===== src/rtl/sram_port_arbiter.sv =====
// sram_port_arbiter
//   Shares one single-outstanding SRAM-like memory port between instruction
//   fetch (inst_*) and load/store (data_*). Each requester holds its request
//   and fields stable until its done pulse. Each grant runs through three
//   phases: an address phase (mem_req held until mem_addr_ok), a data phase
//   (waiting for mem_data_ok), and then a one-cycle done pulse to the owner.
//   Data accesses normally win over fetches. A fetch wins instead once
//   starve_cnt has reached STARVE_MAX.
//
// Ports
//   clk, rst                      clock, synchronous active-high reset
//   inst_req/inst_addr            fetch request and byte address
//   inst_rdata/inst_done          fetched word and its completion pulse
//   data_req/wr/wstrb/addr/wdata  load/store request and fields
//   data_rdata/data_done          load data and its completion pulse
//   mem_req/wr/wstrb/addr/wdata   bus address phase (registered, stable while mem_req)
//   mem_addr_ok/mem_data_ok       bus address accept and data phase complete
//   mem_rdata                     bus read data, valid with mem_data_ok
//   stallreq_if/stallreq_mem      combinational stall requests toward the pipeline
module sram_port_arbiter #(
    parameter int unsigned STARVE_MAX = 3
) (
    input  logic        clk,
    input  logic        rst,
    // fetch requester
    input  logic        inst_req,
    input  logic [31:0] inst_addr,
    output logic [31:0] inst_rdata,
    output logic        inst_done,
    // load/store requester
    input  logic        data_req,
    input  logic        data_wr,
    input  logic [3:0]  data_wstrb,
    input  logic [31:0] data_addr,
    input  logic [31:0] data_wdata,
    output logic [31:0] data_rdata,
    output logic        data_done,
    // memory port
    output logic        mem_req,
    output logic        mem_wr,
    output logic [3:0]  mem_wstrb,
    output logic [31:0] mem_addr,
    output logic [31:0] mem_wdata,
    input  logic        mem_addr_ok,
    input  logic        mem_data_ok,
    input  logic [31:0] mem_rdata,
    // pipeline stall requests
    output logic        stallreq_if,
    output logic        stallreq_mem
);

    localparam logic [3:0] StarveMax = 4'(STARVE_MAX);

    typedef enum logic [1:0] {
        StIdle,
        StAddr,
        StWait
    } state_t;

    typedef enum logic {
        OwnInst,
        OwnData
    } owner_t;

    state_t      state_q, state_d;
    owner_t      owner_q, owner_d;
    logic [3:0]  starve_cnt_q, starve_cnt_d;

    logic        mem_req_q, mem_req_d;
    logic        mem_wr_q, mem_wr_d;
    logic [3:0]  mem_wstrb_q, mem_wstrb_d;
    logic [31:0] mem_addr_q, mem_addr_d;
    logic [31:0] mem_wdata_q, mem_wdata_d;

    logic [31:0] inst_rdata_q, inst_rdata_d;
    logic [31:0] data_rdata_q, data_rdata_d;
    logic        inst_done_q, inst_done_d;
    logic        data_done_q, data_done_d;

    // A requester in its done cycle still holds req; it must not be granted again.
    logic inst_elig;
    logic data_elig;
    logic inst_wins_starve;

    assign inst_elig        = inst_req & ~inst_done_q;
    assign data_elig        = data_req & ~data_done_q;
    assign inst_wins_starve = inst_elig & (starve_cnt_q == StarveMax);

    always_ff @(posedge clk) begin
        if (rst) begin
            state_q      <= StIdle;
            owner_q      <= OwnInst;
            starve_cnt_q <= 4'd0;
            mem_req_q    <= 1'b0;
            mem_wr_q     <= 1'b0;
            mem_wstrb_q  <= 4'b0000;
            mem_addr_q   <= 32'h0;
            mem_wdata_q  <= 32'h0;
            inst_rdata_q <= 32'h0;
            data_rdata_q <= 32'h0;
            inst_done_q  <= 1'b0;
            data_done_q  <= 1'b0;
        end else begin
            state_q      <= state_d;
            owner_q      <= owner_d;
            starve_cnt_q <= starve_cnt_d;
            mem_req_q    <= mem_req_d;
            mem_wr_q     <= mem_wr_d;
            mem_wstrb_q  <= mem_wstrb_d;
            mem_addr_q   <= mem_addr_d;
            mem_wdata_q  <= mem_wdata_d;
            inst_rdata_q <= inst_rdata_d;
            data_rdata_q <= data_rdata_d;
            inst_done_q  <= inst_done_d;
            data_done_q  <= data_done_d;
        end
    end

    always_comb begin
        state_d      = state_q;
        owner_d      = owner_q;
        starve_cnt_d = starve_cnt_q;
        mem_req_d    = mem_req_q;
        mem_wr_d     = mem_wr_q;
        mem_wstrb_d  = mem_wstrb_q;
        mem_addr_d   = mem_addr_q;
        mem_wdata_d  = mem_wdata_q;
        inst_rdata_d = inst_rdata_q;
        data_rdata_d = data_rdata_q;
        inst_done_d  = 1'b0;
        data_done_d  = 1'b0;

        unique case (state_q)
            StIdle: begin
                if (data_elig && !inst_wins_starve) begin
                    state_d     = StAddr;
                    owner_d     = OwnData;
                    mem_req_d   = 1'b1;
                    mem_wr_d    = data_wr;
                    mem_wstrb_d = data_wr ? data_wstrb : 4'b0000;
                    mem_addr_d  = data_addr;
                    mem_wdata_d = data_wdata;
                    // Count grants that overtake a waiting fetch; saturate at the limit.
                    if (inst_req && (starve_cnt_q < StarveMax)) begin
                        starve_cnt_d = starve_cnt_q + 4'd1;
                    end
                end else if (inst_elig) begin
                    state_d      = StAddr;
                    owner_d      = OwnInst;
                    starve_cnt_d = 4'd0;
                    mem_req_d    = 1'b1;
                    mem_wr_d     = 1'b0;
                    mem_wstrb_d  = 4'b0000;
                    mem_addr_d   = inst_addr;
                    mem_wdata_d  = 32'h0;
                end
            end
            StAddr: begin
                if (mem_addr_ok) begin
                    state_d   = StWait;
                    mem_req_d = 1'b0;
                end
            end
            StWait: begin
                if (mem_data_ok) begin
                    state_d = StIdle;
                    if (owner_q == OwnInst) begin
                        inst_rdata_d = mem_rdata;
                        inst_done_d  = 1'b1;
                    end else begin
                        // Stores leave the last load result untouched.
                        if (!mem_wr_q) begin
                            data_rdata_d = mem_rdata;
                        end
                        data_done_d = 1'b1;
                    end
                end
            end
            default: begin
                state_d = StIdle;
            end
        endcase
    end

    assign inst_rdata   = inst_rdata_q;
    assign inst_done    = inst_done_q;
    assign data_rdata   = data_rdata_q;
    assign data_done    = data_done_q;
    assign mem_req      = mem_req_q;
    assign mem_wr       = mem_wr_q;
    assign mem_wstrb    = mem_wstrb_q;
    assign mem_addr     = mem_addr_q;
    assign mem_wdata    = mem_wdata_q;
    assign stallreq_if  = inst_req & ~inst_done_q;
    assign stallreq_mem = data_req & ~data_done_q;

endmodule


===== config.mk =====
export PLATFORM = sky130hd
export DESIGN_NAME = sram_port_arbiter
export DESIGN_NICKNAME = d
export VERILOG_FILES = /design/src/rtl/sram_port_arbiter.sv
export SDC_FILE = /design/constraint.sdc
export NUM_CORES = 1
export LEC_CHECK = 0
export ABC_AREA = 1
export CAP_MARGIN = 20
export CELL_PAD_IN_SITES_DETAIL_PLACEMENT = 0
export CELL_PAD_IN_SITES_GLOBAL_PLACEMENT = 1
export CORE_ASPECT_RATIO = 0.9
export CORE_UTILIZATION = 30
export CTS_CLUSTER_SIZE = 10
export DETAILED_ROUTE_END_ITERATION = 16
export GPL_TIMING_DRIVEN = 0
export PLACE_DENSITY = 0.9
export SETUP_SLACK_MARGIN = 0.3
export SYNTH_ARGS = -nofsm -noshare
export SYNTH_HDL_FRONTEND = slang
export SYNTH_SLANG_ARGS = --single-unit
export TNS_END_PERCENT = 20

===== constraint.sdc =====
create_clock -name clk -period 3.3 [get_ports clk]
set_input_delay 0.99 -clock clk [delete_from_list [all_inputs] [get_ports clk]]
set_output_delay 0.99 -clock clk [all_outputs]
set_load 0.01 [all_outputs]

Word level (Yosys, flattened, before mapping) --
Cells that the tools add are included.
Storage, ports and cells: bits in registers 143, input port bits 139, output and inout port bits 138, logic and storage cells 66
Cells by class: add/subtract/negate cells 1, magnitude comparators 1, equality and inequality tests 7, muxes and demuxes 23, bitwise logic cells 9, reduce and logical (&&, ||, !) cells 13
Operators with widths (number):
- 2-to-1 mux 32 bit | 4
- 2-to-1 mux 4 bit | 5
- AND reduction 3 bit | 4
- 2-to-1 mux 1 bit | 8
- 2-to-1 mux 2 bit | 4
- inverter 1 bit | 6
- case mux 2 bit (3 select lines) | 1
- adder 4 x 1 -> 4 bit (second input constant) | 1
- equality test 4 x 2 -> 1 bit (second input constant) | 1
- < comparator 4 x 2 -> 1 bit (second input constant) | 1
- inequality test 2 bit (second input constant) | 2
- AND reduction 4 bit | 1
- nonzero test 2 bit | 2
- bitwise AND 1 bit | 3
- inequality test 3 bit (second input constant) | 1
- OR reduction 3 bit | 1
- equality test 2 x 1 -> 1 bit (second input constant) | 1
- equality test 2 bit (second input constant) | 1
- logical AND 1 bit | 2
- zero test 2 bit | 1
- inequality test 2 x 1 -> 1 bit (second input constant) | 1
- case mux 1 bit (2 select lines) | 1
- AND reduction 2 bit | 1
- zero test 1 bit | 1

Longest topological paths before layout --
Gate-level depths: netlist of the first run.
word-level depth 7, depth in mapped cells 10

Least setup slack after synthesis of the first run --
Ideal clock, no wire load.
path kind input to output, from input port data_req, to output port stallreq_mem, arrival time 1.523 ns, slack 0.787 ns, cell stages on the path 3, buffers on the path 1, path through nand2_2 inv_2 clkbuf_1
On the way: word-level cells in the longest chain between the ends 1
Ends and longest elaborated chain:
- from (decl) | RTL line 31 | input logic data_req,
- bitwise AND 1 bit | RTL line 195 | assign stallreq_mem = data_req & ~data_done_q;
- to (decl) | RTL line 49 | output logic stallreq_mem
Every way passes these cells.

Worst setup path after layout of the first run --
Ends and elaborated chain as after synthesis.

==> key figures, run 1 <==
Pwr
  • Clock group share of total power: 42.2%
  • Sw Share: 26.5%
  • Combinational Power Share: 17.7%
  • P_int: 0.00343 W
  • LEAKAGE: 3.91 nW
  • Sequential fraction of design power: 40.1%
  • NetSw: 0.00124 W
  • Overall Power: 0.00466 W
  • Max rail drop VDD: 0.000318 V
  • P per Cell Area: 497 nW/µm²

Global route
  • Total GRT Usage: 19.7%
  • Initial antenna violation count: 0
  • First-pass GRT wire length: 29900 µm
  • Vias in the first global route: 5592
  • Largest net degree at the start of global routing: 17
  • GRT overflow: 0

Placement
  • DP Area: 8770 µm²
  • Routability cong.: 0.804
  • DP HPWL: 14400 µm
  • IO buf count: 275

Finish
  • Final nets: 1223
  • Final Cell Area: 9390 µm²
  • Register area: 2860 µm²
  • Layout cells sized above 1: 7.94%
  • Final core occ: 50.7%
  • Filler cells: 1865
  • Most frequent cells in the layout: clkdlybuf4s50_1 (273), nor2_1 (196), nand2_1 (152)
  • Area of the multi-input gates: 2390 µm²
  • Syn-to-layout area delta: 64.4%
  • Most common cell after layout, fill and taps aside: clkdlybuf4s50_1
  • Diode count: 0

Routing
  • Antenna Violating Nets Remaining: 0
  • Drt initial violations: 259
  • Pre-antenna DRT Iters: 5
  • Via-per-instance ratio: 4.42
  • DRT Wirelength: 19500 µm
  • WL/cell: 14.5 µm
  • Via count: 5933
  • DR DRC count: 0

Setup path
  • WP data required: 2.31 ns
  • Critical Path Start: data_req
  • Crit path launch type: primary input
  • CP cell instances: clkdlybuf4s50_1, nand2_2, inv_6, clkbuf_8, clkbuf_2
  • R2r startpoint: data_done
  • Worst Path Arrival: 1.97 ns
  • Max FO, Critical Path: 10
  • WS Path Type: in2out
  • Critical-path top delay cell: clkdlybuf4s50_1
  • Slowest cell delay on critical path: 0.48 ns
  • Critical Path End Type: output pin

Floorplanning
  • Die height: 133 µm
  • # rows: 47
  • IO Pins: 277
  • Core ar.: 18500 µm²
  • Die X-Extent: 147 µm
  • Full die area: 19600 µm²
  • Initial core utilization: 30.8%

STA
  • Count of final hold-check violations: 0
  • Slew margin rel.: 57.2%
  • Fin Setup TNS: 0 ns
  • RSZ-0062 raised after global routing: true
  • Final worst-path cycle share: 89.8%
  • Final setup fails: 0
  • Final slew viol count: 0
  • Worst Tran Pin Value: 0.642 ns
  • Fmax: 0.337 GHz
  • Min Tclk post-route: 2.96 ns
  • Post-route clock skew: 0.0152 ns

Clocking
  • Clk buf depth: 2
  • CTS root buf: clkbuf_16
  • H-tree levels: 4
  • Hold buffers post-CTS: 0
  • Clock Latency Late Sink: 0.42 ns
  • Num CTS Buffers: 17
  • Worst-path clk slew: 0.06 ns
  • Clock sink count: 143
  • CTS tree: done

Synth
  • Yosys warns: 0
  • Top cell type's share of synthesized area: 50.1%
  • Cell taking the most area after synthesis: dfxtp_1
  • Yosys reg bits: 143
  • Ranking of synthesized cells by area: dfxtp_1 (50%), nor2_1 (13%), nand2_1 (10%), nand3_1 (6.2%), o21ai_0 (5.3%)
  • Register area share after synthesis: 50.1%
  • Mean Syn Cell Area: 7.25 µm²
  • Post-Synthesis Cell Area: 5710 µm²
  • Syn_nets: 928
  • Mapped Cells: 788
  • Yosys cell types: 21

Min path
  • HP Class: reg2reg
  • Hold path start: starve_cnt_q[3]

Run
  • Maxcap violations: 0

Status
  • Outcome: finished clean
## metrics by stage
| step | setup WS [ns] | hold WS [ns] | cells |
|---|---|---|---|
| floorplan | 0.787 | 0.419 | 788 |
| global placement | -0.560 | 0.431 | 1308 |
| detailed placement | -0.572 | 0.432 | 1308 |
| CTS | 0.191 | 0.445 | 1341 |
| global route | 0.298 | 0.473 | 1341 |
| finish | 0.336 | 0.445 | 1341 |
## worst paths after layout
check,endpoint,slack [ns],cells past startpoint
max,stallreq_mem,0.34,5
min reg2reg,starve_cnt_q[3],0.44,2
max reg2reg,mem_wdata[15],1.66,8
min,starve_cnt_q[3],0.44,2
## cells in the mapped netlist (all sizes together)
library cell,count
a21boi,1
nor2,213
nand3,72
ha,1
dfxtp,143
nand3b,1
inv,44
nand2,154
a21oi,42
clkbuf,22
o21ai,65
buf,30
## power by group through the flow
stage / Sequential [W] / Clock [W] / Combinational, W
floorplan: 0.00195 / 0 / 0.000335
CTS: 0.00187 / 0.00203 / 0.000834
finish: 0.00187 / 0.00197 / 0.000824
detailed placement: 0.00191 / 0 / 0.000827
global placement: 0.00190 / 0 / 0.000823
global route: 0.00188 / 0.00209 / 0.000906
## repair_timing
item / in CTS / in global routing
hold endpoints to repair: 0 / 0
endpoints found under the setup margin: 2 / 2
resized for setup: 7 / 2
buffers inserted: 1 / 0
## registers in the layout (all words and copies together), names as in the netlist
signal        count
inst_done         1
mem_req           1
mem_addr         32
inst_rdata       32
mem_wstrb         4
data_done         1
data_rdata       32
owner_q           1
starve_cnt_q      4
state_q           2
mem_wdata        32
mem_wr            1
## kinds of logic (layout without fill, tap and decap cells)
logic type | after synthesis | count (layout) | share of synthesized area [%]
AO/OA/AOI/OAI | 108 | 108 | 9.77
adder cells (fa/ha/maj) | 1 | 1 | 0.219
buffers and inverters | 96 | 404 | 8.11
AND/OR/NAND/NOR | 440 | 440 | 31.8
flip-flops | 143 | 143 | 50.1
## cell type report
cell class              instances  share of cell area (%)
repair buffers                276                    29.3
multi-input cells             549                    25.4
flip-flops and latches        143                    30.5
inverters                      44                    1.81
plain buffers                  52                    3.28
clock inverters                12                    1.56
clock buffers                  20                    4.86
well taps                     245                    3.26
## metal layers
metal  GRT usage [%]  part of all wire [%]  vias to the layer above
met5               0                     0                        -
met4            4.47                  0.51                        0
met3            8.62                   9.4                        6
met2            32.9                    46                      201
met1            23.1                    44                     2655
li1                -                     -                     3071
## worst max-delay path: cells and delay by family
kind	cells	cell delay [ns]
buffers and inverters	4	0.86
AND/OR/NAND/NOR	1	0.12
Note: power is estimated with default switching activity, not from simulation.
==> run 2: changes to the inputs <==
Settings changed: GPL_ROUTABILITY_DRIVEN set to 1.
==> results of run 2 <==
The final DEF is identical to that of run 1; final timing and power are the same.
